<file path="src/rtl/parking_slot_controller_pkg.sv">
// Shared definitions for the parking slot controller: default sizing, FSM states
// and the one-hot to slot-index helper.
package parking_slot_controller_pkg;

  localparam int unsigned DEF_NUM_SLOTS = 3;
  localparam int unsigned DEF_TW        = 10;
  localparam int unsigned DEF_RATE      = 1;
  localparam int unsigned DEF_MIN_COST  = 1;
  localparam int unsigned ADDR_W        = 2;
  // A 2-bit memory address bounds the design to at most four slots.
  localparam int unsigned MAX_SLOTS     = 4;

  typedef enum logic [2:0] {
    IDLE,
    ENT,
    EXR,
    EXW,
    EXC
  } state_t;

  function automatic logic [ADDR_W-1:0] onehot_to_idx(input logic [MAX_SLOTS-1:0] oh);
    logic [ADDR_W-1:0] idx;
    idx = '0;
    for (int unsigned i = 0; i < MAX_SLOTS; i++) begin
      if (oh[i]) idx = ADDR_W'(i);
    end
    return idx;
  endfunction

endpackage

</file>
<file path="src/rtl/parking_slot_controller_slot_allocator.sv">
// Lowest-free-slot priority encoder and all-occupied flag.
module slot_allocator
  import parking_slot_controller_pkg::*;
#(
  parameter int unsigned NUM_SLOTS = DEF_NUM_SLOTS
) (
  input  logic [NUM_SLOTS-1:0] slot_state,
  output logic [ADDR_W-1:0]    free_idx,
  output logic                 full
);

  // Scan downwards so the lowest free slot is the last one assigned.
  always_comb begin
    free_idx = '0;
    for (int unsigned i = NUM_SLOTS; i > 0; i--) begin
      if (!slot_state[i-1]) free_idx = ADDR_W'(i - 1);
    end
  end

  assign full = &slot_state;

endmodule

</file>
<file path="src/rtl/parking_slot_controller.sv">
// Entry/exit transaction sequencer: switch edge detection, request arbitration,
// slot bookkeeping and the entry-time/cost memory handshake.
module parking_slot_controller
  import parking_slot_controller_pkg::*;
#(
  parameter int unsigned NUM_SLOTS = DEF_NUM_SLOTS,
  parameter int unsigned TW        = DEF_TW,
  parameter int unsigned RATE      = DEF_RATE,
  parameter int unsigned MIN_COST  = DEF_MIN_COST
) (
  input  logic                 clk,
  input  logic                 reset,
  input  logic                 car_enter,
  input  logic                 car_exit,
  input  logic [NUM_SLOTS-1:0] car_sel,
  input  logic [TW-1:0]        timer_count,
  input  logic [TW-1:0]        mem_rdata,
  output logic [ADDR_W-1:0]    mem_addr,
  output logic                 mem_rd,
  output logic                 mem_we_entry,
  output logic                 mem_we_cost,
  output logic [TW-1:0]        mem_wdata,
  output logic [NUM_SLOTS-1:0] slot_state,
  output logic [TW-1:0]        current_cost,
  output logic                 full,
  output logic                 busy,
  output logic                 err
);

  state_t state, state_n;

  logic                 enter_prev, exit_prev;
  logic                 enter_pend, exit_pend;
  logic                 enter_rise, exit_rise;
  logic                 enter_clr, exit_clr;
  logic [ADDR_W-1:0]    idx;
  logic                 idx_ld, slot_set, slot_clr;
  logic [ADDR_W-1:0]    free_idx;
  logic [MAX_SLOTS-1:0] sel_ext;
  logic [ADDR_W-1:0]    sel_idx;
  logic                 sel_ok;
  logic [TW-1:0]        diff, prod, cost;
  logic [TW-1:0]        rate_tw, min_cost_tw;

  slot_allocator #(
    .NUM_SLOTS (NUM_SLOTS)
  ) u_slot_allocator (
    .slot_state (slot_state),
    .free_idx   (free_idx),
    .full       (full)
  );

  assign enter_rise = car_enter & ~enter_prev;
  assign exit_rise  = car_exit & ~exit_prev;

  always_comb begin
    sel_ext = '0;
    sel_ext[NUM_SLOTS-1:0] = car_sel;
  end

  assign sel_idx = onehot_to_idx(sel_ext);
  assign sel_ok  = $onehot(car_sel) && (|(car_sel & slot_state));

  // Modular subtraction absorbs timer wrap-around between entry and exit.
  assign rate_tw     = TW'(RATE);
  assign min_cost_tw = TW'(MIN_COST);
  assign diff        = timer_count - mem_rdata;
  assign prod        = diff * rate_tw;
  assign cost        = (diff == '0) ? min_cost_tw : prod;

  assign busy = (state != IDLE);

  always_comb begin
    state_n      = state;
    mem_addr     = '0;
    mem_rd       = 1'b0;
    mem_we_entry = 1'b0;
    mem_we_cost  = 1'b0;
    mem_wdata    = '0;
    err          = 1'b0;
    enter_clr    = 1'b0;
    exit_clr     = 1'b0;
    idx_ld       = 1'b0;
    slot_set     = 1'b0;
    slot_clr     = 1'b0;
    case (state)
      IDLE: begin
        if (exit_pend)       state_n = EXR;
        else if (enter_pend) state_n = ENT;
      end
      ENT: begin
        enter_clr = 1'b1;
        state_n   = IDLE;
        if (full) begin
          err = 1'b1;
        end else begin
          mem_addr     = free_idx;
          mem_wdata    = timer_count;
          mem_we_entry = 1'b1;
          slot_set     = 1'b1;
        end
      end
      EXR: begin
        exit_clr = 1'b1;
        if (sel_ok) begin
          mem_addr = sel_idx;
          mem_rd   = 1'b1;
          idx_ld   = 1'b1;
          state_n  = EXW;
        end else begin
          err     = 1'b1;
          state_n = IDLE;
        end
      end
      EXW: state_n = EXC;
      EXC: begin
        mem_addr    = idx;
        mem_wdata   = cost;
        mem_we_cost = 1'b1;
        slot_clr    = 1'b1;
        state_n     = IDLE;
      end
      default: state_n = IDLE;
    endcase
  end

  always_ff @(posedge clk or posedge reset) begin
    if (reset) begin
      state        <= IDLE;
      enter_prev   <= 1'b0;
      exit_prev    <= 1'b0;
      enter_pend   <= 1'b0;
      exit_pend    <= 1'b0;
      idx          <= '0;
      slot_state   <= '0;
      current_cost <= '0;
    end else begin
      state      <= state_n;
      enter_prev <= car_enter;
      exit_prev  <= car_exit;
      // A new edge outranks a same-cycle clear so the request is not lost.
      enter_pend <= enter_rise | (enter_pend & ~enter_clr);
      exit_pend  <= exit_rise | (exit_pend & ~exit_clr);
      if (idx_ld) idx <= sel_idx;
      if (slot_set) slot_state[free_idx] <= 1'b1;
      if (slot_clr) begin
        slot_state[idx] <= 1'b0;
        current_cost    <= cost;
      end
    end
  end

endmodule

</file>
<file path="config.mk">
export PLATFORM = sky130hd
export DESIGN_NAME = parking_slot_controller
export DESIGN_NICKNAME = d
export VERILOG_FILES = /design/src/rtl/parking_slot_controller_pkg.sv /design/src/rtl/parking_slot_controller_slot_allocator.sv /design/src/rtl/parking_slot_controller.sv
export SDC_FILE = /design/constraint.sdc
export NUM_CORES = 1
export LEC_CHECK = 0
export CAP_MARGIN = 20
export CELL_PAD_IN_SITES_DETAIL_PLACEMENT = 1
export CELL_PAD_IN_SITES_GLOBAL_PLACEMENT = 2
export CORE_ASPECT_RATIO = 0.5
export CORE_MARGIN = 5
export CORE_UTILIZATION = 22
export CTS_CLUSTER_DIAMETER = 40
export CTS_CLUSTER_SIZE = 28
export DETAILED_ROUTE_END_ITERATION = 12
export HOLD_SLACK_MARGIN = 0.06
export PLACE_DENSITY = 0.86
export SLEW_MARGIN = 20
export SYNTH_ARGS = -nofsm -noshare
export SYNTH_HDL_FRONTEND = slang
export SYNTH_HIERARCHICAL = 1
export SYNTH_SLANG_ARGS = --single-unit
</file>
<file path="constraint.sdc">
create_clock -name clk -period 2.3 [get_ports clk]
set_clock_uncertainty 0.2 [all_clocks]
set_input_delay 0.23 -clock clk [delete_from_list [all_inputs] [get_ports clk]]
set_output_delay 0.23 -clock clk [all_outputs]
set_load 0.02 [all_outputs]
</file>
* After elaboration in Yosys (flattened, before gate mapping)
Cells that the tools add are included.
Word-level totals: register bits after elaboration 22, bits in latches 0, memory bits (writable) 0, bits in read-only memories 0, input port bits 27, output and inout bits 31, logic and storage cells 74, memories 0
Cells by class: add/sub/neg operators 3, multipliers 0, div/mod/pow operators 0, $lt $le $gt $ge 4, equality and inequality tests 6, shift operators 0, multiplexer cells 31, bitwise gates (word level) 14, reduce and logical (&&, ||, !) cells 8
Operator list (number):
- 2-to-1 mux 10 bit | 2
- case mux 10 bit (2 select lines) | 1
- 2-to-1 mux 2 bit | 7
- 2-to-1 mux 1 bit | 12
- 2-to-1 mux 3 bit | 4
- logical NOT 10 bit | 1
- subtractor 10 bit | 1
- case mux 3 bit (3 select lines) | 1
- bitwise AND 3 bit | 2
- == test 3 x 2 -> 1 bit, second input constant | 2
- less-than comparator 2 x 3 -> 1 bit, second input constant | 2
- case mux 2 bit (3 select lines) | 1
- bitwise AND 1 bit | 4
- demux 1 bit (select 2 bit) | 2
- >= comparator 2 x 1 -> 1 bit, second input constant | 2
- inverter 1 bit | 4
- == test 3 x 1 -> 1 bit, second input constant | 1
- == test 3 bit, second input constant | 1
- logical AND 1 bit | 3
- logical NOT 3 bit | 1
- != test 3 bit, second input constant | 1
- inverter 3 bit | 1
- OR 3 bit | 1
- AND reduction 3 bit | 1
- other kinds (7) | 8

* Depth between registers and ports, before layout
depth in word-level cells 11, depth in mapped cells 11

* By module
Netlist, hierarchy kept.
Modules (own cells, without submodules):
- parking_slot_controller | times used 1, cells each 179, area an instance 1466.4 um^2, sequential area each 550.5 um^2
- slot_allocator | times used 1, cells each 3, area an instance 26.3 um^2, sequential area each 0.0 um^2

* Least setup slack after synthesis
No wires, ideal clock.
kind input port to output port, start point input timer_count[0], end point output mem_wdata[0], arrival 2201 ps, setup slack -331 ps, cell stages on the path 11, buffers on the path 0, path through inv_1 > ha_1 > inv_1 > fa_1 > a21oi_1 > o21bai_1 > xor2_1 > or4_4 > nor3_2 > nand4b_1 > nand2_1
On the way: longest elaborated chain between the ends 4, elaborated cells on any way between the ends 5
RTL lines:
- from (decl) | line parking_slot_controller.sv:16 | input logic [TW-1:0] timer_count,
- subtractor 10 bit | line parking_slot_controller.sv:67 | assign diff = timer_count - mem_rdata;
- logical NOT 10 bit | line parking_slot_controller.sv:69 | assign cost = (diff == '0) ? min_cost_tw : prod;
- 2-to-1 mux 10 bit | line parking_slot_controller.sv:69
- case mux 10 bit (2 select lines) (*) | line parking_slot_controller.sv:86 | case (state)
- to (decl) | line parking_slot_controller.sv:22 | output logic [TW-1:0] mem_wdata,
Every way passes the cells marked *; elsewhere a longest branch is shown, timed or not.

* Final worst setup path
Ends and elaborated chain as after synthesis.

==> flow_summary.ini <==
[status]
status = finished, violations left
violations = negative setup slack

[global_routing]
global_route.usage.total_pct = 14.3
grt_antenna_before_repair = 0
grt_max_degree = 18
grt_overflow_total = 0
first_global_vias = 2017
grt_first_pass_wirelength_um = 9860

[floorplanning]
die_w_um = 126
std_cell_rows = 21
pin_count = 58
die-height_um = 68.2
design.die.area_sq_um = 8630
floorplan.core_area_sq_um = 6650
floorplan.initialDensity_pct = 22.5

[worst_hold_path]
worstHoldPathType = input port to flop
hold_path.startpoint = car_sel[2]

[placement]
port_buffers = 57
placed_cell_area_sq_um = 2540
routabilityCongestion = 0.782
detailed_place_hpwl_um = 4300
placedCellCount = 374

[final_layout]
final_design_area_no_fill_sq_um = 3040
fin_nets = 344
final_layout_size_suffix_gt1_share_pct = 46.6
antenna_cells_inserted = 0
flow.area_growth_from_synthesis_pct = 104
finish.cell_count_without_fillers = 397
num-fill-cells = 770

[clock_tree]
worst_skew_pair.late_latency_ns = 0.25
path_clk_slew_ns = 0.06
htree_levels = 1
cts_made_buffers = 3
clock_tree_from_tritoncts = built
root_buffer = sky130_fd_sc_hd__clkbuf_16
clkSinkCount = 22
clockBufferDepth = 2

[timing]
rsz0062_at_grt = true
max-slew-margin-rel_pct = 74.2
final_max_slew_viol_count = 0
final_hold_violation_count = 0
final-setup-viol-count = 7
timing.final.ws_setup_ns = -0.483
clock.fmax_mhz = 359
worst_pin_slew_ns = 0.386
post-route-min-period_ns = 2.78
final_critical_path_share_of_the_clock_period_pct = 121

[synthesis]
post_synthesis_average_cell_area_sq_um = 8.20
post_synth_xor_area_fraction_pct = 5.28
share_of_the_synthesized_area_in_compound_gates_ao_oa_aoi_oai_pct = 14.2
main_combinational_cell_family_by_area_after_synthesis = simple AND/OR/NAND/NOR gates
ys_async_sr_fraction_pct = 100
synthesis.yosys.warnings = 6
synth_edf_count = 0
post_synth_fa_ha_maj_area_fraction_pct = 10.2
sequential_cell_area_fraction_in_the_yosys_report_pct = 36.9
syn_inst = 182
mappedNetlistNets = 220
multiplexer_fraction_of_the_synthesized_cell_area_pct = 0.754
dominantRegCellSynth = sky130_fd_sc_hd__dfrtp_1
ys_types = 41
synth_simple_gate_area_share_pct = 25.8
yosys_register_bits = 22
cell_area_after_synthesis_sq_um = 1490

[drt]
drt-total-wl_um = 6830
drtPass1Iterations = 4
ant_nets = 0
wl_per_cell_um = 17.2
drc = 0
detailroute.via_count = 1817
drtIter0Drc = 60
routed_via_density = 4.58

[pwr]
combinationalPowerShare_pct = 60.1
power_report.internal_total_uw = 1740
design_power_total_uw = 2890
power-per-cell-area_nw_per_um2 = 951
leakagePower_uw = 0.00152
sequentialPowerShare_pct = 22.9
vdd.ir_drop.worst_uv = 336
swShare_pct = 39.8
p_clk_share_pct = 17.0
p_sw_uw = 1150

[setup_path]
critical_path_origin = timer_count[0]
worstSetupPathType = input port to output pin
timing.critical_path.arrival_ns = 2.35
path_max_fanout = 2
timing.critical_path.from_type = input port
reg2reg_from = state[0]
setup.worst_path.end_class = output pin
required_ns = 1.87

[job]
maxCapViolations = 0
==> per-stage QoR <==
stage                     TNS [ns]  worst slack, ns  hold WS (ns)  util, %
after floorplan             -0.101           -0.101        0.0192        -
after global placement      -14.86            -1.39         0.206     38.3
after detailed placement    -15.93            -1.46         0.224     38.3
after CTS                    -1.42           -0.531         0.233     43.5
after global routing         -2.47           -0.555         0.185     45.7
final                        -1.92           -0.483         0.164     45.7
==> cell usage in the layout, fill, tap and decap left out, types with 5 or more instances in the layout <==
cell | synthesis | final
sky130_fd_sc_hd__dfrtp_1 | 22 | 22
sky130_fd_sc_hd__nand2_2 | 0 | 8
sky130_fd_sc_hd__buf_4 | 0 | 64
sky130_fd_sc_hd__inv_1 | 21 | 13
sky130_fd_sc_hd__clkdlybuf4s50_1 | 0 | 28
sky130_fd_sc_hd__buf_6 | 1 | 10
sky130_fd_sc_hd__nand2_1 | 50 | 41
sky130_fd_sc_hd__inv_2 | 0 | 6
sky130_fd_sc_hd__nor2_1 | 10 | 9
sky130_fd_sc_hd__dlygate4sd2_1 | 0 | 7
sky130_fd_sc_hd__ha_4 | 0 | 5
==> what timing repair did <==
action | CTS | global route
hold buffers | 1 | 0
setup buffers | 13 | 9
hold endpoints to repair | 5 | 0
endpoints found under the setup margin | 21 | 16
gates resized for setup | 119 | 38
pin swaps | 32 | 27
==> synthesized netlist by cell type, drive strengths merged (3+ instances only) <==
cell type  instances  area share (%)
nor3               4             1.7
xor2               4             2.3
nand3              3             1.0
ha                 9             7.5
o21ai              6             2.0
inv               21             5.3
a31oi              3             1.7
and3               3             1.3
dfrtp             22              37
nand2             50              13
nor2              10             2.5
xnor2              5             2.9
a21oi              9             3.0
==> sequential cells by signal, summed over array words and instances (netlist names) <==
signal	count
state	3
idx	2
enter_pend	1
exit_pend	1
enter_prev	1
slot_state	3
current_cost	10
exit_prev	1
==> final cells by class <==
cell class                 instances  area (sq um)  area share [%]
multi-input combinational        135          1120            36.7
timing repair buffer             123          1060            34.8
sequential                        22           551            18.1
tap                               92           115            3.79
inverter                          21          93.8            3.09
clock buffer                       3          75.1            2.47
clock inverter                     1          30.0           0.988
==> worst paths after layout <==
| check | to | slack, ns | cells past startpoint |
|---|---|---|---|
| setup / recovery | mem_wdata[0] | -0.48 | 12 |
| hold / removal | idx[1] | 0.16 | 3 |
| setup reg to reg | current_cost[0] | 0.05 | 10 |
| hold reg to reg | exit_pend | 0.23 | 1 |
| max in group asynchronous | current_cost[0] | 0.85 | 4 |
| min in group asynchronous | exit_prev | 0.54 | 3 |
==> routing by layer <==
metal | routed length [um] | track usage (%) | up-vias | share of wire [%]
met5 | 0 | 0 | - | 0
met4 | 172 | 4.14 | 0 | 2.5
met3 | 194 | 1.79 | 14 | 2.8
met2 | 3820 | 30.3 | 43 | 56
met1 | 2650 | 15.3 | 905 | 39
li1 | - | - | 855 | -
==> worst max-delay path, cell delays in order <==
cell and delay [ns]:
sky130_fd_sc_hd__buf_12 0.11, sky130_fd_sc_hd__inv_12 0.04, sky130_fd_sc_hd__ha_4 0.14, sky130_fd_sc_hd__inv_4 0.04
sky130_fd_sc_hd__fa_2 0.39, sky130_fd_sc_hd__buf_4 0.15, sky130_fd_sc_hd__xor2_2 0.16, sky130_fd_sc_hd__or4_4 0.57
sky130_fd_sc_hd__nor3_4 0.14, sky130_fd_sc_hd__nand4b_1 0.16, sky130_fd_sc_hd__nand2_2 0.10, sky130_fd_sc_hd__buf_6 0.11
==> cell families (layout without fill, tap and decap cells) <==
logic type               Yosys count  in the layout
flip-flops                        22             22
adder cells (fa/ha/maj)           11             11
XOR/XNOR                           9              9
buffers and inverters             25            148
AO/OA/AOI/OAI                     31             31
multiplexers                       1              1
AND/OR/NAND/NOR                   83             83
==> power by group through the flow <==
stage | registers (uW) | logic [uW] | clock network (uW)
3_3_place_gp | 656 | 1500 | 0
3_5_place_dp | 671 | 1540 | 0
2_1_floorplan | 811 | 589 | 0
5_1_grt | 686 | 1860 | 514
6_report | 661 | 1740 | 492
4_1_cts | 663 | 1630 | 500
Note: power is estimated with default switching activity, not from simulation.
